--- src/rtl/quad_if.sv ---
// quad_if: quadrature decoder signal bundle; master drives a, b, en, clr and observes step, dir, err, err_sticky (and err_cnt when QDEC_ERR_CNT_EN is defined)
interface quad_if;
  logic a, b, en, clr, step, dir, err, err_sticky;
`ifdef QDEC_ERR_CNT_EN
  logic [3:0] err_cnt;
  modport master (output a, b, en, clr, input step, dir, err, err_sticky, err_cnt);
  modport slave (input a, b, en, clr, output step, dir, err, err_sticky, err_cnt);
`else
  modport master (output a, b, en, clr, input step, dir, err, err_sticky);
  modport slave (input a, b, en, clr, output step, dir, err, err_sticky);
`endif
endinterface

--- src/rtl/quad_decoder.sv ---
// quad_decoder: synchronized, glitch-filtered quadrature decoder with step/dir pulses and error status; clk, rst (async, active-high), q (quad_if.slave: a, b, en, clr in; step, dir, err, err_sticky out; err_cnt out when QDEC_ERR_CNT_EN is defined)
module quad_decoder #(
  parameter int SYNC_STAGES = 2,
  parameter int FILT_LEN = 3
) (
  input logic clk,
  input logic rst,
  quad_if.slave q
);
  typedef enum logic {INIT, RUN} state_t;
  localparam logic [4:0] INIT_LAST = 5'(SYNC_STAGES + FILT_LEN - 1);
  localparam logic [3:0] FILT_LAST = 4'(FILT_LEN - 1);
  state_t state;
  logic [SYNC_STAGES-1:0] sync_a, sync_b;
  logic [1:0] smp, filt, prev, diff;
  logic [3:0] cnt_a, cnt_b;
  logic [4:0] init_cnt;
  logic hit_a, hit_b, up, err_now;
  function automatic logic [1:0] idx(input logic [1:0] v);
    return {v[1], v[1] ^ v[0]};
  endfunction
  always_comb begin
    smp = {sync_a[SYNC_STAGES-1], sync_b[SYNC_STAGES-1]};
    hit_a = (smp[1] != filt[1]) && (cnt_a == FILT_LAST);
    hit_b = (smp[0] != filt[0]) && (cnt_b == FILT_LAST);
    diff = filt ^ prev;
    up = idx(filt) == idx(prev) + 2'd1;
    err_now = (state == RUN) && q.en && (&diff);
  end
  always_ff @(posedge clk or posedge rst) begin
    if (rst) begin
      state <= INIT;
      sync_a <= '0;
      sync_b <= '0;
      filt <= '0;
      prev <= '0;
      cnt_a <= '0;
      cnt_b <= '0;
      init_cnt <= '0;
      q.step <= 1'b0;
      q.dir <= 1'b1;
      q.err <= 1'b0;
      q.err_sticky <= 1'b0;
`ifdef QDEC_ERR_CNT_EN
      q.err_cnt <= '0;
`endif
    end else begin
      sync_a <= {sync_a[SYNC_STAGES-2:0], q.a};
      sync_b <= {sync_b[SYNC_STAGES-2:0], q.b};
      q.err <= err_now;
      q.err_sticky <= err_now | (q.err_sticky & ~q.clr);
`ifdef QDEC_ERR_CNT_EN
      q.err_cnt <= err_now ? (q.clr ? 4'd1 : q.err_cnt + {3'd0, q.err_cnt != 4'd15}) : (q.clr ? 4'd0 : q.err_cnt);
`endif
      if (state == INIT) begin
        q.step <= 1'b0;
        init_cnt <= init_cnt + 5'd1;
        if (init_cnt == INIT_LAST) begin
          state <= RUN;
          filt <= smp;
          prev <= smp;
        end
      end else begin
        q.step <= q.en && (^diff);
        if (q.en && (^diff)) q.dir <= up;
        prev <= filt;
        filt <= filt ^ {hit_a, hit_b};
        cnt_a <= ((smp[1] == filt[1]) || hit_a) ? 4'd0 : cnt_a + 4'd1;
        cnt_b <= ((smp[0] == filt[0]) || hit_b) ? 4'd0 : cnt_b + 4'd1;
      end
    end
  end
endmodule

--- src/flat_wrapper.sv ---
// flat-port wrapper written by rule: the top's interface ports become plain ports
module quad_decoder_flat 
#(
  parameter int SYNC_STAGES = 2,
  parameter int FILT_LEN = 3
)
  (clk, rst, q_a, q_b, q_en, q_clr, q_step, q_dir, q_err, q_err_sticky);
  quad_if q_i ();
  input logic clk;
  input logic rst;
  input wire logic [$bits(q_i.a)-1:0] q_a;
  input wire logic [$bits(q_i.b)-1:0] q_b;
  input wire logic [$bits(q_i.en)-1:0] q_en;
  input wire logic [$bits(q_i.clr)-1:0] q_clr;
  output wire logic [$bits(q_i.step)-1:0] q_step;
  output wire logic [$bits(q_i.dir)-1:0] q_dir;
  output wire logic [$bits(q_i.err)-1:0] q_err;
  output wire logic [$bits(q_i.err_sticky)-1:0] q_err_sticky;
  assign q_i.a = q_a;
  assign q_i.b = q_b;
  assign q_i.en = q_en;
  assign q_i.clr = q_clr;
  assign q_step = q_i.step;
  assign q_dir = q_i.dir;
  assign q_err = q_i.err;
  assign q_err_sticky = q_i.err_sticky;
  quad_decoder #(.SYNC_STAGES(SYNC_STAGES), .FILT_LEN(FILT_LEN)) u_core (.clk(clk), .rst(rst), .q(q_i));
endmodule
--- config.mk ---
export PLATFORM = sky130hd
export DESIGN_NAME = quad_decoder_flat
export DESIGN_NICKNAME = d
export VERILOG_FILES = /design/src/rtl/quad_if.sv /design/src/rtl/quad_decoder.sv /design/src/flat_wrapper.sv
export SDC_FILE = /design/constraint.sdc
export NUM_CORES = 1
export LEC_CHECK = 0
export CAP_MARGIN = 10
export CORE_MARGIN = 2
export CORE_UTILIZATION = 55
export DETAILED_ROUTE_END_ITERATION = 10
export HOLD_SLACK_MARGIN = 0.03
export PLACE_DENSITY = 0.76
export SLEW_MARGIN = 20
export SYNTH_ARGS = -nofsm -noshare
export SYNTH_HDL_FRONTEND = slang
export SYNTH_SLANG_ARGS = --single-unit
--- constraint.sdc ---
create_clock -name clk -period 4 [get_ports clk]
set_input_delay 0.8 -clock clk [delete_from_list [all_inputs] [get_ports clk]]
set_output_delay 0.8 -clock clk [all_outputs]
set_load 0.005 [all_outputs]
Word-level counts from Yosys, hierarchy flattened
Cells that the tools add are included.
Widths: inputs -> output; s select.
Cells by class
  $add $sub $neg: 4
  equal/unequal tests: 8
  muxes and demuxes: 8
  bitwise operators: 7
  reduce and logical (&&, ||, !) cells: 11
Operator list (count)
  $add 4x1->4 const B: 2
  $eq 4x2->1 const B: 2
  $mux 4: 2
  $mux 2: 3
  $add 5x1->5 const B: 1
  $eq 5x3->1 const B: 1
  $logic_and 1x1->1: 5
  $reduce_and 2->1: 2
  $xor 2x2->2: 2
  $mux 1: 3
  $add 2x1->2 const B: 1
  $eq 1x1->1: 2
  $eq 2x2->1: 1
  $logic_or 1x1->1: 2
  $ne 1x1->1: 2
  $reduce_bool 2->1: 1
  $reduce_xor 2->1: 1
  $xor 1x1->1: 2
  $and 1x1->1: 1
  $not 1->1: 1
  $or 1x1->1: 1
Word-level totals
  flip-flop bits (word level): 26
  input bits: 6
  output and inout port bits: 4
  logic and storage cells: 50

Depth between registers and ports, before layout
  word-level depth: 4
  mapped depth: 5
  mapped depth without buffers: 5

Worst setup path after synthesis
Ideal clock, no wire load.
  path type: flip-flop to flip-flop
  from: reg u_core.init_cnt[0]
  to: reg u_core.prev[0]
  setup time: 0.125 ns
  arrival: 1.325 ns
  data required time: 3.875 ns
  path slack: 2.551 ns
  stages on the path, launching flop included: 6
  buffers on the path: 0
  clock period less this slack: 1.449 ns
  cells stage by stage: dfrtp_1 > inv_1 > ha_1 > and4bb_2 > nor2_1 > mux2_2
Between the ends
  longest elaborated chain between the ends: 2
RTL lines
  start: declaration: RTL line quad_decoder.sv:17  | logic [4:0] init_cnt;
  start signal: assignment: RTL line quad_decoder.sv:57  | init_cnt <= init_cnt + 5'd1;
  $eq 5x3->1: RTL line quad_decoder.sv:58  | if (init_cnt == INIT_LAST) begin
  $reduce_bool 2->1 (no source line)
  end signal: assignment: RTL line quad_decoder.sv:61  | prev <= smp;
  end signal: assignment: RTL line quad_decoder.sv:66  | prev <= filt;
  end: declaration: RTL line quad_decoder.sv:15  | logic [1:0] smp, filt, prev, diff;
No other way between the ends.
A chain may end at the register's enable or synchronous reset.

Worst setup path in the final report
  from: reg u_core.q.dir
  to: out q_dir
RTL lines
  start: declaration: RTL line quad_if.sv:10  | modport slave (input a, b, en, clr, output step, dir, err, err_sticky);
  start signal: assignment: RTL line quad_decoder.sv:65  | if (q.en && (^diff)) q.dir <= up;
  end: declaration: RTL line flat_wrapper.sv:16  | output wire logic [$bits(q_i.dir)-1:0] q_dir;
No word-level cell between the ends.

==> results.py <==
metrics = {
    "finish": {
        "drive_gt1_frac": 0.134,
        "final_util": 0.638,
        "multi_input_area_sq_um": 538,
        "syn_to_final_growth_pct": 11.0,
        "layout.nets": 133,
        "register_area_sq_um": 652,
        "antenna_cells": 0,
        "fillCellCount": 169,
        "final_cell_mix": "dfrtp_1, inv_1, clkdlybuf4s50_1, mux2_2, ha_1",
        "stdcell_area_sq_um": 1400,
        "mostFrequentLayoutCell": "dfrtp_1",
    },
    "cts": {
        "clk_path_buf_depth": 2,
        "insertion_delay_ns": 0.31,
        "postCtsSetupBuffers": 0,
        "numCtsBuffers": 3,
        "hold_buffers": 0,
        "cts_root_buf": "clkbuf_4",
        "htreeDepth": 1,
        "post_cts_resized": 0,
        "cts_sinks": 26,
        "cts.clk_slew.worst_paths_ns": 0.13,
        "cts_tree": "done",
    },
    "pwr": {
        "combPwrFrac": 0.372,
        "leakage_nw": 0.629,
        "switching_share": 0.335,
        "ir_worst_vdd_v": 0.000464,
        "powerDensity_nw_per_um2": 562,
        "p_int_mw": 0.523,
        "p_sw_mw": 0.263,
        "clkPwrFrac": 0.142,
        "p_seq_frac": 0.486,
    },
    "sta": {
        "setup-tns-final_ns": 0,
        "rsz0062_at_grt": "no",
        "setup_viol": 0,
        "min_period_ns": 2.14,
        "hold_viol": 0,
        "fmax_mhz": 468,
        "skew_ns": 0.0111,
        "slew_violations": 0,
        "fin_crit_sh": 0.534,
        "max_slew_margin": 0.403,
        "tightest_slew_ns": 0.890,
    },
    "floorplan": {
        "die-width_microns": 51.8,
        "rows": 17,
        "num_io_pins": 10,
        "coreArea_sq_um": 2190,
        "fp.dieArea_sq_um": 2690,
        "die_h_microns": 51.8,
        "initial_core_util": 0.575,
    },
    "critical_path": {
        "cpMaxStageDelayCell": "dfstp_2",
        "crit_buf_inv": 1,
        "critPathMaxFanout": 2,
        "slowest_delay_ns": 0.55,
        "crit_type": "register to output port",
        "arrival_ns": 1.34,
        "crit_chain": "clkdlybuf4s50_1",
        "critPathCaptureType": "output port",
        "cp-start-kind": "register",
        "cp.required_ns": 3.20,
        "critPathTopFamily": "flip-flops",
    },
    "placement": {
        "placed_area_sq_um": 1370,
        "io_buffers": 9,
        "place_hpwl_microns": 1440,
        "gp_routability_congestion": 0.654,
    },
    "grt": {
        "grt_usage": 0.163,
        "grt-ovfl-total": 0,
        "grt_first_pass_wirelength_microns": 3280,
        "grt_start_max_net_pins": 27,
        "grt_antenna_before_repair": 0,
        "grt_pass1_vias": 738,
    },
    "worst_hold_path": {
        "worstHoldPathType": "register to register",
    },
    "logic_synthesis": {
        "syn-num-nets": 121,
        "syn_area_sq_um": 1260,
        "yosysWarnings": 0,
        "synth_seq_cells": 26,
        "avgSynthCellArea_sq_um": 11.7,
        "synth_cell_types": 28,
        "ys_seq_area_frac": 0.518,
        "netlist_instances": 108,
    },
    "detailed_routing": {
        "via_per_inst": 5.27,
        "vias": 774,
        "wirelength_microns": 1960,
        "drtIter0Drc": 6,
        "wl_per_cell_microns": 13.3,
        "first_pass_iters": 2,
        "ant_nets": 0,
        "drc": 0,
    },
    "status": {
        "status": "completed",
    },
    "job": {
        "maxCapViolations": 0,
    },
}
==> routing by layer <==
layer	vias to the layer above	GRT usage	share of wire	wire length (microns)
met1	379	0.221	0.51	1010
met3	2	0.0259	0.013	25
met5	-	0	0	0
li1	390	-	-	-
met4	0	0.0526	0.0087	17
met2	3	0.268	0.46	906
==> Yosys cell counts (all sizes together) <==
library cell,instances,area (sq um)
a21o,1,7.51
a31oi,4,25.0
a32o,2,20.0
and3,2,12.5
and4bb,1,12.5
buf,2,12.5
clkinv,1,3.75
dfrtp,25,626
dfstp,1,26.3
ha,7,87.6
inv,14,52.6
mux2,7,78.8
mux2i,2,20.0
nand2,3,11.3
nand2b,2,12.5
nand3,7,45.0
nand4,2,12.5
nor2,3,11.3
nor2b,1,6.26
nor3b,2,15.0
o21ai,3,15.0
o22ai,4,25.0
or3b,2,17.5
xnor2,5,43.8
xor2,5,58.8
==> power groups by stage <==
stage,clock network [mW],registers (mW),logic [mW]
2_1_floorplan,0,0.378,0.216
3_3_place_gp,0,0.384,0.275
3_5_place_dp,0,0.388,0.297
4_1_cts,0.113,0.383,0.300
5_1_grt,0.125,0.388,0.330
6_report,0.112,0.382,0.292
==> flip-flops by register name, indices dropped and copies added, names as in the netlist, named ones only <==
name	count
u_core.sync_a	2
u_core.prev	2
u_core.init_cnt	5
u_core.sync_b	2
u_core.state	1
u_core.q.step	1
u_core.cnt_a	4
u_core.cnt_b	4
u_core.q.err	1
u_core.q.err_sticky	1
u_core.q.dir	1
==> worst paths after layout <==
| kind | from | endpoint | slack (ns) | cells past startpoint |
|---|---|---|---|---|
| max in group asynchronous | rst | u_core.prev[0] | 2.72 | 2 |
| max reg2reg | u_core.state | u_core.cnt_a[2] | 2.30 | 3 |
| min in group asynchronous | rst | u_core.cnt_a[3] | 0.86 | 2 |
| min | u_core.sync_b[0] | u_core.sync_b[1] | 0.37 | 0 |
| max | u_core.q.dir | q_dir | 1.86 | 1 |
| min reg2reg | u_core.sync_b[0] | u_core.sync_b[1] | 0.37 | 0 |
==> metrics by stage <==
step,worst slack [ns],power (mW),instances,hold WS (ns)
2_1_floorplan,2.55,0.594,108,0.331
3_3_place_gp,2.03,0.659,143,0.332
3_5_place_dp,2.01,0.685,143,0.345
4_1_cts,1.85,0.795,147,0.375
5_1_grt,1.82,0.843,147,0.379
6_report,1.86,0.786,147,0.373
==> area by class of cell <==
class / instances / share of cell area
clock buffers: 4 / 0.0188
inverters: 15 / 0.0403
multi-input cells: 65 / 0.385
flip-flops and latches: 26 / 0.466
well taps: 28 / 0.0251
repair buffers: 9 / 0.0645
==> cells by family after synthesis <==
kind of cell               share of synthesized area
DFF                                            0.518
and+or+nand+nor                                0.124
buffers and inverters                         0.0547
muxes                                         0.0785
adders and majority gates                     0.0696
AOI/OAI and AO/OA                             0.0736
xor gates and xnor gates                      0.0815
(Power assumes the default switching activity.)
